[src/rtl/vending_pkg.sv]
// Shared constants for the vending credit logic: ASCII command bytes,
// item codes and the controller state encoding.
package vending_pkg;

    localparam logic [7:0] CMD_NICKEL  = 8'h6E;
    localparam logic [7:0] CMD_DIME    = 8'h64;
    localparam logic [7:0] CMD_QUARTER = 8'h71;
    localparam logic [7:0] CMD_SEL_A   = 8'h61;
    localparam logic [7:0] CMD_SEL_B   = 8'h62;
    localparam logic [7:0] CMD_SEL_C   = 8'h63;
    localparam logic [7:0] CMD_REFUND  = 8'h72;

    localparam logic [1:0] ITEM_NONE = 2'd0;
    localparam logic [1:0] ITEM_A    = 2'd1;
    localparam logic [1:0] ITEM_B    = 2'd2;
    localparam logic [1:0] ITEM_C    = 2'd3;

    typedef enum logic {
        ST_IDLE = 1'b0,
        ST_HOLD = 1'b1
    } state_e;

    function automatic logic is_command(input logic [7:0] b);
        return b inside {CMD_NICKEL, CMD_DIME, CMD_QUARTER,
                         CMD_SEL_A, CMD_SEL_B, CMD_SEL_C, CMD_REFUND};
    endfunction

endpackage

[src/rtl/hold_timer.sv]
// Loadable down-counter timing the dispense hold; done pulses on the
// last cycle of a HOLD_CYCLES-long window that begins the edge after start.
module hold_timer #(
    parameter int HOLD_CYCLES = 100_000_000
) (
    input  logic clk,
    input  logic reset,
    input  logic start,
    output logic done
);
    localparam int W = $clog2(HOLD_CYCLES + 1);

    logic [W-1:0] cnt_q, cnt_d;

    always_comb begin
        cnt_d = cnt_q;
        if (start) begin
            cnt_d = W'(HOLD_CYCLES);
        end else if (cnt_q != '0) begin
            cnt_d = cnt_q - W'(1);
        end
    end

    always_ff @(posedge clk) begin
        if (!reset) begin
            cnt_q <= '0;
        end else begin
            cnt_q <= cnt_d;
        end
    end

    assign done = (cnt_q == W'(1));

endmodule

[src/rtl/vending_credit_fsm.sv]
// Interprets received ASCII bytes as coins, selections and refunds; owns the
// credit balance and drives the timed dispense level and change report.
module vending_credit_fsm
    import vending_pkg::*;
#(
    parameter int PRICE_A     = 50,
    parameter int PRICE_B     = 75,
    parameter int PRICE_C     = 100,
    parameter int MAX_CREDIT  = 200,
    parameter int HOLD_CYCLES = 100_000_000
) (
    input  logic       clk,
    input  logic       reset,
    input  logic [7:0] rx_data,
    input  logic       rx_valid,
    output logic [7:0] credit,
    output logic       dispense,
    output logic [1:0] item,
    output logic [7:0] change,
    output logic       change_valid,
    output logic       reject,
    output logic       busy
);
    state_e     state_q, state_d;
    logic [7:0] credit_q, credit_d;
    logic [7:0] change_q, change_d;
    logic       change_valid_q, change_valid_d;
    logic       reject_q, reject_d;
    logic       dispense_q, dispense_d;
    logic [1:0] item_q, item_d;
    logic       busy_q, busy_d;

    logic       timer_start;
    logic       timer_done;
    logic [8:0] coin_value;
    logic [8:0] coin_sum;
    logic [7:0] price;
    logic [1:0] sel_code;

    hold_timer #(
        .HOLD_CYCLES(HOLD_CYCLES)
    ) u_hold_timer (
        .clk   (clk),
        .reset (reset),
        .start (timer_start),
        .done  (timer_done)
    );

    always_comb begin
        state_d        = state_q;
        credit_d       = credit_q;
        change_d       = change_q;
        change_valid_d = 1'b0;
        reject_d       = 1'b0;
        dispense_d     = dispense_q;
        item_d         = item_q;
        timer_start    = 1'b0;
        coin_value     = 9'd0;
        price          = 8'd0;
        sel_code       = ITEM_NONE;

        case (rx_data)
            CMD_NICKEL:  coin_value = 9'd5;
            CMD_DIME:    coin_value = 9'd10;
            CMD_QUARTER: coin_value = 9'd25;
            default:     coin_value = 9'd0;
        endcase
        case (rx_data)
            CMD_SEL_A: begin price = 8'(PRICE_A); sel_code = ITEM_A; end
            CMD_SEL_B: begin price = 8'(PRICE_B); sel_code = ITEM_B; end
            CMD_SEL_C: begin price = 8'(PRICE_C); sel_code = ITEM_C; end
            default:   begin price = 8'd0;        sel_code = ITEM_NONE; end
        endcase
        // Ninth bit keeps an overflowing coin from wrapping below the ceiling.
        coin_sum = {1'b0, credit_q} + coin_value;

        case (state_q)
            ST_IDLE: begin
                if (rx_valid) begin
                    if (coin_value != 9'd0) begin
                        if (coin_sum > 9'(MAX_CREDIT)) begin
                            reject_d = 1'b1;
                        end else begin
                            credit_d = coin_sum[7:0];
                        end
                    end else if (sel_code != ITEM_NONE) begin
                        if (credit_q >= price) begin
                            credit_d       = 8'd0;
                            change_d       = credit_q - price;
                            change_valid_d = 1'b1;
                            dispense_d     = 1'b1;
                            item_d         = sel_code;
                            timer_start    = 1'b1;
                            state_d        = ST_HOLD;
                        end else begin
                            reject_d = 1'b1;
                        end
                    end else if (rx_data == CMD_REFUND && credit_q != 8'd0) begin
                        change_d       = credit_q;
                        change_valid_d = 1'b1;
                        credit_d       = 8'd0;
                    end
                end
            end
            ST_HOLD: begin
                if (rx_valid && is_command(rx_data)) begin
                    reject_d = 1'b1;
                end
                if (timer_done) begin
                    dispense_d = 1'b0;
                    item_d     = ITEM_NONE;
                    state_d    = ST_IDLE;
                end
            end
            default: state_d = ST_IDLE;
        endcase

        busy_d = (state_d == ST_HOLD);
    end

    always_ff @(posedge clk) begin
        if (!reset) begin
            state_q        <= ST_IDLE;
            credit_q       <= 8'd0;
            change_q       <= 8'd0;
            change_valid_q <= 1'b0;
            reject_q       <= 1'b0;
            dispense_q     <= 1'b0;
            item_q         <= ITEM_NONE;
            busy_q         <= 1'b0;
        end else begin
            state_q        <= state_d;
            credit_q       <= credit_d;
            change_q       <= change_d;
            change_valid_q <= change_valid_d;
            reject_q       <= reject_d;
            dispense_q     <= dispense_d;
            item_q         <= item_d;
            busy_q         <= busy_d;
        end
    end

    assign credit       = credit_q;
    assign dispense     = dispense_q;
    assign item         = item_q;
    assign change       = change_q;
    assign change_valid = change_valid_q;
    assign reject       = reject_q;
    assign busy         = busy_q;

endmodule

[config.mk]
export PLATFORM = sky130hd
export DESIGN_NAME = vending_credit_fsm
export DESIGN_NICKNAME = d
export VERILOG_FILES = /design/src/rtl/vending_pkg.sv /design/src/rtl/hold_timer.sv /design/src/rtl/vending_credit_fsm.sv
export SDC_FILE = /design/constraint.sdc
export NUM_CORES = 1
export LEC_CHECK = 0
export CORE_MARGIN = 2
export CORE_UTILIZATION = 60
export DETAILED_ROUTE_END_ITERATION = 12
export PLACE_DENSITY = 0.87
export SLEW_MARGIN = 20
export SYNTH_ARGS = -nofsm -noshare
export SYNTH_HDL_FRONTEND = slang
export SYNTH_SLANG_ARGS = --single-unit
[constraint.sdc]
create_clock -name clk -period 6.9 [get_ports clk]
set_input_delay 1.035 -clock clk [delete_from_list [all_inputs] [get_ports clk]]
set_output_delay 1.035 -clock clk [all_outputs]
set_load 0.02 [all_outputs]
After elaboration in Yosys (flattened, before gate mapping)
Index checks and enable logic that the tools add are counted.
{"block": "word_totals", "word_cells": 90, "out_inout_bits": 22, "register_bits": 49, "inputBits": 11}
{"block": "classes", "mux": 41, "add_sub_neg": 3, "bitwise": 4, "order_cmp": 2, "reduce_logical": 15, "n_eq_ne": 16}
{"op": "$mux W8", "count": 8}
{"op": "$eq A8 B7 Y1 const B", "count": 7}
{"op": "$mux W27", "count": 2}
{"op": "$eq A27 B1 Y1 const B", "count": 1}
{"op": "$reduce_bool A27 Y1", "count": 1}
{"op": "$sub A27 B1 Y27 const B", "count": 1}
{"op": "$pmux W7 S3", "count": 1}
{"op": "$mux W1", "count": 19}
{"op": "$pmux W5 S3", "count": 1}
{"op": "$reduce_and A5 Y1", "count": 3}
{"op": "$mux W2", "count": 5}
{"op": "$ne A2 B2 Y1 const B", "count": 5}
{"op": "$add A8 B9 Y9", "count": 1}
{"op": "$gt A9 B8 Y1 const B", "count": 1}
{"op": "$reduce_bool A9 Y1", "count": 1}
{"op": "$ge A8 B8 Y1", "count": 1}
{"op": "$reduce_bool A8 Y1", "count": 1}
{"op": "$sub A8 B8 Y8", "count": 1}
{"op": "$reduce_bool A7 Y1", "count": 1}
{"op": "$pmux W1 S2", "count": 3}
{"op": "$pmux W2 S3", "count": 1}
{"op": "$reduce_bool A2 Y1", "count": 3}
{"op": "$ne A2 B1 Y1 const B", "count": 2}
{"op": "$not A1 Y1", "count": 4}
{"op": "other kinds (6)", "count": 7}

Longest topological paths before layout
{"block": "logic_depth", "depth_word": 9, "depth_mapped": 16, "mapped_depth_nobuf": 14}

By module
From an unflattened synthesis, not the netlist that was laid out.
{"block": "unflattened", "cells_unflattened": 385, "area_unflattened_um2": 3155.5}
{"mod": "vending_credit_fsm", "n_inst": 1, "area_each_um2": 1729.2, "cells_each": 219, "seq_area_each_um2": 440.4}
{"mod": "hold_timer", "n_inst": 1, "area_each_um2": 1426.4, "cells_each": 166, "seq_area_each_um2": 540.5}

Worst setup path after synthesis
Ideal clock, no wire load.
{"block": "synth_timing", "kind": "in2reg", "start": "input rx_data[3]", "end": "register credit_q[0] (netlist: credit[0])", "path_buffers": 1, "setup_ps": 130, "arrival_time_ps": 4009, "stages": 15, "t_required_ps": 6770, "setup_slack_ps": 2761, "cell_sequence": "nor3_1 > and2_1 > clkbuf_1 > nand2_1 > or2_2 > and2_1 > inv_1 > fa_1 > nor2b_1 > o21a_1 > o21a_1 > o31a_1 > o31ai_2 > nand2_1 > mux2i_1"}
{"block": "synth_between", "elab_chain_cells": 6, "word_cells_on_any_way": 23, "cone_classes": "add/sub: 1; order compare: 2; eq/ne: 9; mux: 6; reduce/logical: 5"}
{"element": "start: declaration", "line": "vending_credit_fsm.sv:14", "rtl": "input logic [7:0] rx_data,"}
{"element": "$eq A8 B7 Y1", "line": "vending_credit_fsm.sv:62", "rtl": "case (rx_data)"}
{"element": "$pmux W5 S3", "line": "vending_credit_fsm.sv:62"}
{"element": "$add A8 B9 Y9", "line": "vending_credit_fsm.sv:75", "rtl": "coin_sum = {1'b0, credit_q} + coin_value;"}
{"element": "$gt A9 B8 Y1", "line": "vending_credit_fsm.sv:81", "rtl": "if (coin_sum > 9'(MAX_CREDIT)) begin"}
{"element": "$ne A2 B2 Y1 (no source line)"}
{"element": "$reduce_and A5 Y1 (no source line)"}
{"element": "end signal: assignment", "line": "vending_credit_fsm.sv:133", "rtl": "credit_q <= credit_d;"}
{"element": "end: declaration", "line": "vending_credit_fsm.sv:25", "rtl": "logic [7:0] credit_q, credit_d;"}
Parallel ways exist; a longest one is shown, timed or not. The select of a mux whose other input is x is not followed.
A chain may end at the register's enable or synchronous reset.

Worst setup path after layout
Ends and elaborated chain as after synthesis.

==> out/qor.yml <==
status: "completed"
cts_tree: "done"
remaining_drc_errors: 0
ys_top_cells_by_count: "dfxtp_1, nand2_1, nor2_1, a21oi_1, o21ai_0"
multi_input_area_um2: 1890
synth_area_leaders: "dfxtp_1, ha_1, nand2_1"
synth_area_per_cell_um2: 8.05
yosys_warnings: 0
power_mw: 1.10
place.gp.congestion: 0.968
finalSetupViolCount: 0
n_antenna_cell: 0
clk_latency_ns: 0.30
end_kind: "register"
num_io_pins: 33
cts_made_buffers: 5
drt_iter0_markers: 182
floorplan.initialDensity_pct: 62.4
power_frac_clock_pct: 15.0
p_int_uw: 646
grt_max_degree: 23
relSlewSlack_pct: 50.8
die_w_um: 74.3
drive_above_1_share_pct: 5.30
worstReg2RegEnd: "credit[0]$_SDFFE_PN0P_"
rrSetupSlack_ns: 3.87
async_flop_share_pct: 0
grt_pass1_wl_mm: 11.3
ys_ff_latch: 49
antenna_found_initial: 0
cp_data_required_time_ns: 7.07
p_switching_uw: 453
ctsHoldBuffers: 0
vias: 2742
tns_ns: 0
fmax_mhz: 210
synthFlopType: "dfxtp_1"
syn_to_final_growth_pct: 14.9
fill_cells: 406
fin_crit_ns: 4.76
ctsHtreeMaxLevel: 2
synth_edf_count: 0
holdPathStages: 2
finalHoldViolCount: 0
place_ws_ns: 1.88
synth_nets: 396
dr.pass1.iters: 5
reg2regPathDepth: 8
cts.repair.resized: 0
worstHoldEndpoint: "change[2]$_SDFFE_PN0P_"
cts_root_buf: "clkbuf_8"
power_switching_share_pct: 41.2
synth.distinct_cells: 50
clk_path_buf_depth: 2
p_leak_nw: 1.28
power_density_nw_per_um2: 322
vdd_ir_drop_max_uv: 247
viasPerCell: 5.92
grt-ovfl-total: 0
nets: 422
rsz0062_at_grt: "no"
slowest_delay_ns: 0.63
r2r-start: "credit[2]$_SDFFE_PN0P_"
die_y_um: 74.3
yosys.area.top_type: "dfxtp_1"
fin_skew_ns: 0.00819
yosysSeqAreaShare_pct: 33.0
final_max_slew_viol_count: 0
synth_area_um2: 2970
critPathKind: "in -> reg"
worst_slew_pin_slew_ns: 0.738
pwr-share-seq_pct: 37.5
dieArea_um2: 5530
track_usage_pct: 26.0
numClockSinks: 49
grt_pass1_vias: 2506
port-buffer-count: 32
hpwl_mm: 5.12
comb_power_share_pct: 47.4
synthCells: 369
fp-row-count: 25
regArea_um2: 981
wl_per_cell_um: 14.7
clkTransAtPathRegs_ns: 0.09
crit_slowest_cell: "o31ai_2"
core_area_um2: 4750
crit_fanout: 9
maxCapViolCount: 0
setup_ws_ns: 2.14
hold_path.class: "reg -> reg"
crit_path_start_kind: "input pin"
ant_nets: 0
path_cells: "clkdlybuf4s50_1 -> nor3_1 -> and2_1 -> nand2_1 -> or2_2 -> and2_1 -> inv_1 -> fa_1 -> nor2b_1 -> o21a_1 -> o21a_1 -> o31a_1 -> o31ai_2 -> nand2_1 -> mux2i_1"
min_from: "change[2]$_SDFFE_PN0P_"
postCtsSetupBuffers: 0
yosysMostFrequentCell: "dfxtp_1"
wirelength_mm: 6.79
yosysTopAreaCellShare_pct: 33.0
cp.arrival_ns: 4.93
finalCritPeriodShare_pct: 68.9
-- final cells by class --
type	instances	area share, %
tap	67	2.46
timing repair buffer	33	9.61
inverter	13	1.43
clock inverter	2	0.293
multi-input combinational	293	55.3
clock buffer	6	2.13
sequential	49	28.8
-- layer usage --
metal	track usage, %	vias to the layer above	share of wire [%]
li1	-	1371	-
met1	34.9	1248	44
met2	42.0	101	47
met3	6.10	22	6.8
met4	7.54	0	2.1
met5	0	-	0
-- worst max-delay path: cells and delay by family --
family	cells	cell delay (ns)
fa+ha+maj	1	0.20
simple gates	7	1.57
buf+inv	2	0.59
mux	1	0.21
compound gates	4	1.30
-- layout by cell type (no fill, tap or decap), types with 9 or more instances in the layout --
master,netlist,layout
ha_1,14,14
nor2_1,32,32
xnor2_1,9,9
dfxtp_1,49,49
xor2_1,16,16
o21ai_0,20,20
o21a_1,9,9
nand2_1,42,42
inv_1,13,13
nand3_1,19,19
clkdlybuf4s50_1,0,32
nor3_1,12,12
a21oi_1,22,22
-- sequential cells by signal, indices dropped and copies added, names as in the netlist --
name and count:
item 2, u_hold_timer.cnt_q 27, reject 1, change_valid 1, credit 8, change 8
busy 1, dispense 1
-- logic make-up (layout without fill, tap and decap cells) --
family | after synthesis | after routing | share of synthesized area, %
adder cells (fa/ha/maj) | 16 | 16 | 7.25
AO/OA/AOI/OAI | 81 | 81 | 17.2
flip-flops | 49 | 49 | 33.0
AND/OR/NAND/NOR | 164 | 164 | 29.3
buffers and inverters | 27 | 54 | 3.41
multiplexers | 7 | 7 | 2.36
XOR/XNOR | 25 | 25 | 7.37
-- worst max-delay path by stage --
| stage | depth (start not counted) | slack, ns | to | from |
|---|---|---|---|---|
| 5_1_grt | 15 | 1.78 | credit[0]$_SDFFE_PN0P_ | rx_data[3] |
| 4_1_cts | 15 | 2.19 | credit[0]$_SDFFE_PN0P_ | rx_data[3] |
| 3_3_place_gp | 15 | 1.98 | credit[4]$_SDFFE_PN0P_ | rx_data[3] |
| 3_5_place_dp | 15 | 1.88 | credit[0]$_SDFFE_PN0P_ | rx_data[3] |
| 6_report | 15 | 2.14 | credit[0]$_SDFFE_PN0P_ | rx_data[3] |
| 2_1_floorplan | 15 | 2.76 | credit[0]$_SDFFE_PN0P_ | rx_data[3] |
-- power groups by stage --
stage | clock network [mW] | registers (mW) | logic, mW
floorplan | 0 | 0.405 | 0.434
global placement | 0 | 0.415 | 0.501
detailed placement | 0 | 0.417 | 0.516
CTS | 0.164 | 0.411 | 0.520
global route | 0.177 | 0.423 | 0.579
finish | 0.165 | 0.413 | 0.522
-- stage by stage --
stage | cells | hold slack (ns) | utilization, % | area, µm²
final | 463 | 0.457 | 71.7 | 3410
after global routing | 463 | 0.482 | 71.7 | 3410
after CTS | 463 | 0.460 | 71.7 | 3410
after detailed placement | 455 | 0.448 | 70.0 | 3330
after global placement | 455 | 0.439 | 70.0 | 3330
after floorplan | 369 | 0.454 | - | 2970
No activity file was read; power rests on OpenSTA's default activity.
